## config.mk

```make
export PLATFORM = sky130hd
export DESIGN_NAME = timing_gen_flat
export DESIGN_NICKNAME = d
export VERILOG_FILES = /design/src/rtl/timing_gen_if.sv /design/src/rtl/timing_gen.sv /design/src/flat_wrapper.sv
export SDC_FILE = /design/constraint.sdc
export NUM_CORES = 1
export LEC_CHECK = 0
export ABC_AREA = 1
export CAP_MARGIN = 5
export CELL_PAD_IN_SITES_DETAIL_PLACEMENT = 0
export CELL_PAD_IN_SITES_GLOBAL_PLACEMENT = 1
export CORE_MARGIN = 4
export CORE_UTILIZATION = 40
export DETAILED_ROUTE_END_ITERATION = 8
export GPL_TIMING_DRIVEN = 0
export HOLD_SLACK_MARGIN = 0.03
export PLACE_DENSITY = 0.72
export SLEW_MARGIN = 20
export SYNTH_ARGS = -nofsm -noshare
export SYNTH_HDL_FRONTEND = slang
export SYNTH_SLANG_ARGS = --single-unit
```

## constraint.sdc

```tcl
create_clock -name CLK -period 2.6 [get_ports CLK]
set_clock_uncertainty 0.2 [all_clocks]
set_input_delay 0.65 -clock CLK [delete_from_list [all_inputs] [get_ports CLK]]
set_output_delay 0.65 -clock CLK [all_outputs]
set_load 0.05 [all_outputs]
```

## src/rtl/timing_gen_if.sv

```systemverilog
// timing_gen_if: control inputs and clock-enable strobes of timing_gen.
// master = controller side (drives EN/CLR/FAST); slave = timing_gen itself.
interface timing_gen_if;
   logic EN;
   logic CLR;
   logic FAST;
   logic CE_TICK;
   logic CE_MID;
   logic CE_SEC;
   logic BLINK;

   modport master (output EN, CLR, FAST, input CE_TICK, CE_MID, CE_SEC, BLINK);
   modport slave  (input EN, CLR, FAST, output CE_TICK, CE_MID, CE_SEC, BLINK);
endinterface

```

## src/rtl/timing_gen.sv

```systemverilog
// timing_gen: cascaded clock-enable generator (base tick, mid tick, seconds
// tick) plus a 50% duty blink square wave. All outputs are registered strobes;
// no derived clocks.
// Optional feature macro: TIMING_GEN_BLINK_EN compiles in the BLINK logic;
// without it BLINK is tied low.
module timing_gen #(
   parameter int CLK_HZ  = 100_000_000,
   parameter int TICK_HZ = 1000,
   parameter int DIV1    = 10,
   parameter int DIV2    = 100
) (
   input  logic        CLK,
   input  logic        RST,
   timing_gen_if.slave bus
);
   localparam int PRE = CLK_HZ / TICK_HZ;
   localparam int W0  = ($clog2(PRE)  < 1) ? 1 : $clog2(PRE);
   localparam int W1  = ($clog2(DIV1) < 1) ? 1 : $clog2(DIV1);
   localparam int W2  = ($clog2(DIV2) < 1) ? 1 : $clog2(DIV2);

   localparam logic [W0-1:0] C0_LAST = W0'(PRE - 1);
   localparam logic [W1-1:0] C1_LAST = W1'(DIV1 - 1);
   localparam logic [W2-1:0] C2_LAST = W2'(DIV2 - 1);
   // c2 value from which the next advance lands on the half-period point
   localparam logic [W2-1:0] C2_PREHALF = W2'(DIV2 / 2 - 1);

   // Parameter sanity, caught at elaboration
   if (CLK_HZ % TICK_HZ != 0) begin : g_chk_ratio
      $error("timing_gen: CLK_HZ must be a multiple of TICK_HZ");
   end
   if (PRE < 2) begin : g_chk_pre
      $error("timing_gen: CLK_HZ/TICK_HZ must be at least 2");
   end
   if (DIV1 < 2) begin : g_chk_div1
      $error("timing_gen: DIV1 must be at least 2");
   end
   if (DIV2 < 2 || (DIV2 % 2) != 0) begin : g_chk_div2
      $error("timing_gen: DIV2 must be even and at least 2");
   end

   logic [W0-1:0] c0;
   logic [W1-1:0] c1;
   logic [W2-1:0] c2;
   logic          t0, t1, t2;

   assign t0 = (c0 == C0_LAST);
   assign t1 = t0 && (c1 == C1_LAST);
   assign t2 = t1 && (c2 == C2_LAST);

   // Cascaded counters; c2 is parked at 0 in fast-set mode so that leaving
   // fast mode restarts the seconds count cleanly.
   always_ff @(posedge CLK or posedge RST) begin
      if (RST) begin
         c0 <= '0;
         c1 <= '0;
         c2 <= '0;
      end else if (bus.CLR) begin
         c0 <= '0;
         c1 <= '0;
         c2 <= '0;
      end else if (bus.EN) begin
         c0 <= t0 ? '0 : c0 + 1'b1;
         if (t0)
            c1 <= t1 ? '0 : c1 + 1'b1;
         if (bus.FAST)
            c2 <= '0;
         else if (t1)
            c2 <= t2 ? '0 : c2 + 1'b1;
      end
   end

   // Registered one-cycle strobes; pause or restart forces them low
   always_ff @(posedge CLK or posedge RST) begin
      if (RST) begin
         bus.CE_TICK <= 1'b0;
         bus.CE_MID  <= 1'b0;
         bus.CE_SEC  <= 1'b0;
      end else begin
         bus.CE_TICK <= bus.EN && !bus.CLR && t0;
         bus.CE_MID  <= bus.EN && !bus.CLR && t1;
         bus.CE_SEC  <= bus.EN && !bus.CLR && (bus.FAST ? t1 : t2);
      end
   end

`ifdef TIMING_GEN_BLINK_EN
   logic blink_q;

   // Blink: high for the first half of each seconds period; in fast-set mode
   // it simply toggles with every mid tick.
   always_ff @(posedge CLK or posedge RST) begin
      if (RST) begin
         blink_q <= 1'b1;
      end else if (bus.CLR) begin
         blink_q <= 1'b1;
      end else if (bus.EN && t1) begin
         if (bus.FAST)
            blink_q <= ~blink_q;
         else if (t2)
            blink_q <= 1'b1;
         else if (c2 == C2_PREHALF)
            blink_q <= 1'b0;
      end
   end

   assign bus.BLINK = blink_q;
`else
   assign bus.BLINK = 1'b0;
`endif
endmodule

```

## src/flat_wrapper.sv

```systemverilog
// flat-port wrapper written by rule: the top's interface ports become plain ports
module timing_gen_flat 
#(
   parameter int CLK_HZ  = 100_000_000,
   parameter int TICK_HZ = 1000,
   parameter int DIV1    = 10,
   parameter int DIV2    = 100
)
  (CLK, RST, bus_EN, bus_CLR, bus_FAST, bus_CE_TICK, bus_CE_MID, bus_CE_SEC, bus_BLINK);
  timing_gen_if bus_i ();
  input  logic CLK;
  input  logic RST;
  input wire logic [$bits(bus_i.EN)-1:0] bus_EN;
  input wire logic [$bits(bus_i.CLR)-1:0] bus_CLR;
  input wire logic [$bits(bus_i.FAST)-1:0] bus_FAST;
  output wire logic [$bits(bus_i.CE_TICK)-1:0] bus_CE_TICK;
  output wire logic [$bits(bus_i.CE_MID)-1:0] bus_CE_MID;
  output wire logic [$bits(bus_i.CE_SEC)-1:0] bus_CE_SEC;
  output wire logic [$bits(bus_i.BLINK)-1:0] bus_BLINK;
  assign bus_i.EN = bus_EN;
  assign bus_i.CLR = bus_CLR;
  assign bus_i.FAST = bus_FAST;
  assign bus_CE_TICK = bus_i.CE_TICK;
  assign bus_CE_MID = bus_i.CE_MID;
  assign bus_CE_SEC = bus_i.CE_SEC;
  assign bus_BLINK = bus_i.BLINK;
  timing_gen #(.CLK_HZ(CLK_HZ), .TICK_HZ(TICK_HZ), .DIV1(DIV1), .DIV2(DIV2)) u_core (.CLK(CLK), .RST(RST), .bus(bus_i));
endmodule
```

==> flow_summary.toml <==
[status]
outcome = "finished clean"

[routing]
wl_per_cell_um = 13.22
drt-vias-per-instance = 4.987
firstDrtPassIters = 4
vias = 1526
wl_um = 4044
drc = 0
ant_nets = 0
drt_iter0_drc = 83

[yosys]
yosysTopAreaCellShare_pct = 41.89
synth.mux.area_fraction_pct = 0
synthAdderAreaFrac_pct = 2.703
yosysWarningCount = 0
syn-cell-area_um2 = 1852
synth_flop_cell = "dfrtp_1"
ys_types = 28
synth_compound_area_share_pct = 5.203
ys_top_cells_by_area = "dfrtp_1, nand2_1, nor2_1"
synth.avg_cell_area_um2 = 7.684
synth_top_family_by_area = "simple AND/OR/NAND/NOR gates"
synth_cells = 241
ys_seq_elements = 31
yosysTopAreaCell = "dfrtp_1"
async_flop_share_pct = 100.0
synthTopCellsByCount = "nand2_1, nor2_1, dfrtp_1"
synth-xor-area-share_pct = 6.149
synth_edf_count = 0
yosysMostFrequentCell = "nand2_1"
synth_nets = 250
synthSimpleGateAreaFrac_pct = 36.42
yosysSeqAreaShare_pct = 41.89

[power_and_ir_drop]
p_per_area_nw_per_um2 = 457.4
p_int_uw = 699.8
power_frac_clock_pct = 37.2
power.leakage_uw = 0.0009803
pwr-share-seq_pct = 53.6
switching_power_uw = 242.1
swShare_pct = 25.71
comb_power_share_pct = 9.3
irDropWorstVdd_v = 0.0002352

[floorplan]
fp-row-count = 24
core-area_um2 = 4414
fp.dieH_um = 76.04
dieWidth_um = 76.04
start_util_pct = 41.95
pin_count = 9
die_area_um2 = 5782

[cts]
cts_tree = "yes"
cts.sinks = 31
clk_path_buf_depth = 2
cts-root-buf = "clkbuf_8"
clk_pin_slew_ps = 60
cts_setup_buffers = 0
postCtsHoldBufs = 0
clock_latency_ps = 280
cts_resized = 0
h-tree-depth = 2
cts_made_buffers = 5

[placement]
post_dp_cell_area_um2 = 1987
placed_cells = 300
gp_congestion = 0.7915
io_buffers = 7
dpl.hpwl_um = 3018

[worst_setup_path]
reg2reg_to = "u_core.c0[3]$_DFFE_PP0P_"
rrSetupSlack_ps = 770
slowest_stage = "clkdlybuf4s50_1"
crit_chain = "clkdlybuf4s50_1"
end_kind = "output port"
crit_buf_inv = 1
startpoint_type = "flip-flop"
setup.worst_path.class = "reg -> out"
path_depth = 1
crit_path_end = "bus_CE_SEC"
cp_top_family = "buffers and inverters"
r2r_cells = 8
slowest_delay_ps = 800
cp_data_arrival_time_ps = 1400
worstSetupStartpoint = "u_core.bus.CE_SEC$_DFF_PP0_"
critPathRequiredTime_ps = 1750
r2r-start = "u_core.c0[1]$_DFFE_PP0P_"
path_max_fanout = 1

[sta]
grt_setup_unrepaired = "false"
maxSlewHeadroom_pct = 54.63
tightest_slew_ps = 679.5
setup_violations = 0
setup_tns_ps = 0
clock.fmax_mhz = 444.9
period_share_pct = 86.46
final_hold_viol_count = 0
layout_min_cycle_time_ps = 2248
drv_slew = 0

[final_layout]
utilization_pct = 46.66
drive_gt1_share_pct = 11.42
syn_to_final_growth_pct = 11.22
stdcell_area_um2 = 2059
nets = 264
num_antenna_cells = 0
post_layout_nonfiller_instances = 306
nFillCells = 468

[global_routing]
first_global_vias = 1555
antenna_found_initial = 0
grt_overflow_total = 0
track_usage_pct = 15.25
grt_pass1_wl_um = 7238
grt_max_degree = 32

[run]
drv_cap = 0

[worst_hold_path]
hold_class = "reg -> reg"
[cells by family after synthesis]
| logic type | count (synthesis) |
|---|---|
| xor gates and xnor gates | 13 |
| buffers and inverters | 34 |
| other | 1 |
| adders and majority gates | 4 |
| DFF | 31 |
| AOI/OAI and AO/OA | 16 |
| and+or+nand+nor | 142 |
[stage by stage]
step | hold slack (ps) | total power, µW | setup slack [ps]
2_1_floorplan | 268.7 | 572.7 | 1013
3_3_place_gp | 283.3 | 601.8 | 99.28
3_5_place_dp | 300.6 | 603.7 | 85.14
4_1_cts | 315.7 | 952.7 | 336.5
5_1_grt | 341.3 | 992.8 | 274.5
6_report | 313.6 | 942.0 | 352.1
[placed cells by master (no fill, tap or decap), types with 2 or more instances in the layout]
master           instances
nand2_2                  2
nand4_1                 15
ha_1                     4
o21ai_1                  5
a21oi_1                  3
dfrtp_1                 31
nor2_2                   4
inv_2                    4
nand2_1                 51
xor2_1                  12
nand3_1                 15
buf_2                    2
inv_1                   26
nor3_1                   7
clkbuf_8                 5
o21ai_0                  5
nor2_1                  39
nand2_4                  3
buf_4                    2
clkdlybuf4s50_1          7
nand3_2                  2
[area by class of cell]
class | instances | area, µm² | share of cell area [%]
Multi-Input combinational cell | 176 | 938.4 | 45.56
Timing Repair Buffer | 7 | 70.07 | 3.402
Sequential cell | 31 | 775.7 | 37.67
Inverter | 30 | 112.6 | 5.468
Buffer | 4 | 25.02 | 1.215
Clock buffer | 6 | 72.57 | 3.524
Tap cell | 52 | 65.06 | 3.159
[registers in the layout (all words and copies together) (netlist names)]
signal and cells:
u_core.c0 17, u_core.c2 7, u_core.c1 4, u_core.bus.CE_MID 1, u_core.bus.CE_SEC 1, u_core.bus.CE_TICK 1
[how the worst min path moves through the flow]
stage	start	endpoint	slack [ps]	depth (start not counted)
after CTS	u_core.c2[4]$_DFFE_PP0P_	u_core.c2[4]$_DFFE_PP0P_	320	2
after global placement	u_core.c1[3]$_DFFE_PP0P_	u_core.c1[3]$_DFFE_PP0P_	280	2
after global routing	u_core.c2[4]$_DFFE_PP0P_	u_core.c2[4]$_DFFE_PP0P_	340	2
after detailed placement	u_core.c2[4]$_DFFE_PP0P_	u_core.c2[4]$_DFFE_PP0P_	300	2
final	u_core.c2[4]$_DFFE_PP0P_	u_core.c2[4]$_DFFE_PP0P_	310	2
after floorplan	u_core.c1[3]$_DFFE_PP0P_	u_core.c1[3]$_DFFE_PP0P_	270	2
[power groups by stage]
| stage | clock (µW) | sequential, µW | combinational (µW) |
|---|---|---|---|
| after floorplan | 0 | 512 | 61.1 |
| after global placement | 0 | 514 | 88.2 |
| after detailed placement | 0 | 514 | 89.9 |
| after CTS | 357 | 505 | 90.5 |
| after global routing | 383 | 507 | 103 |
| final | 350 | 505 | 87.3 |
[routing by layer]
| metal | track usage [%] | up-vias | wire, µm |
|---|---|---|---|
| li1 | - | 793 | - |
| met1 | 20.51 | 712 | 2045 |
| met2 | 23.80 | 15 | 1829 |
| met3 | 4.374 | 6 | 116 |
| met4 | 4.270 | 0 | 52 |
| met5 | 0 | - | 0 |
(Power assumes the default switching activity.)
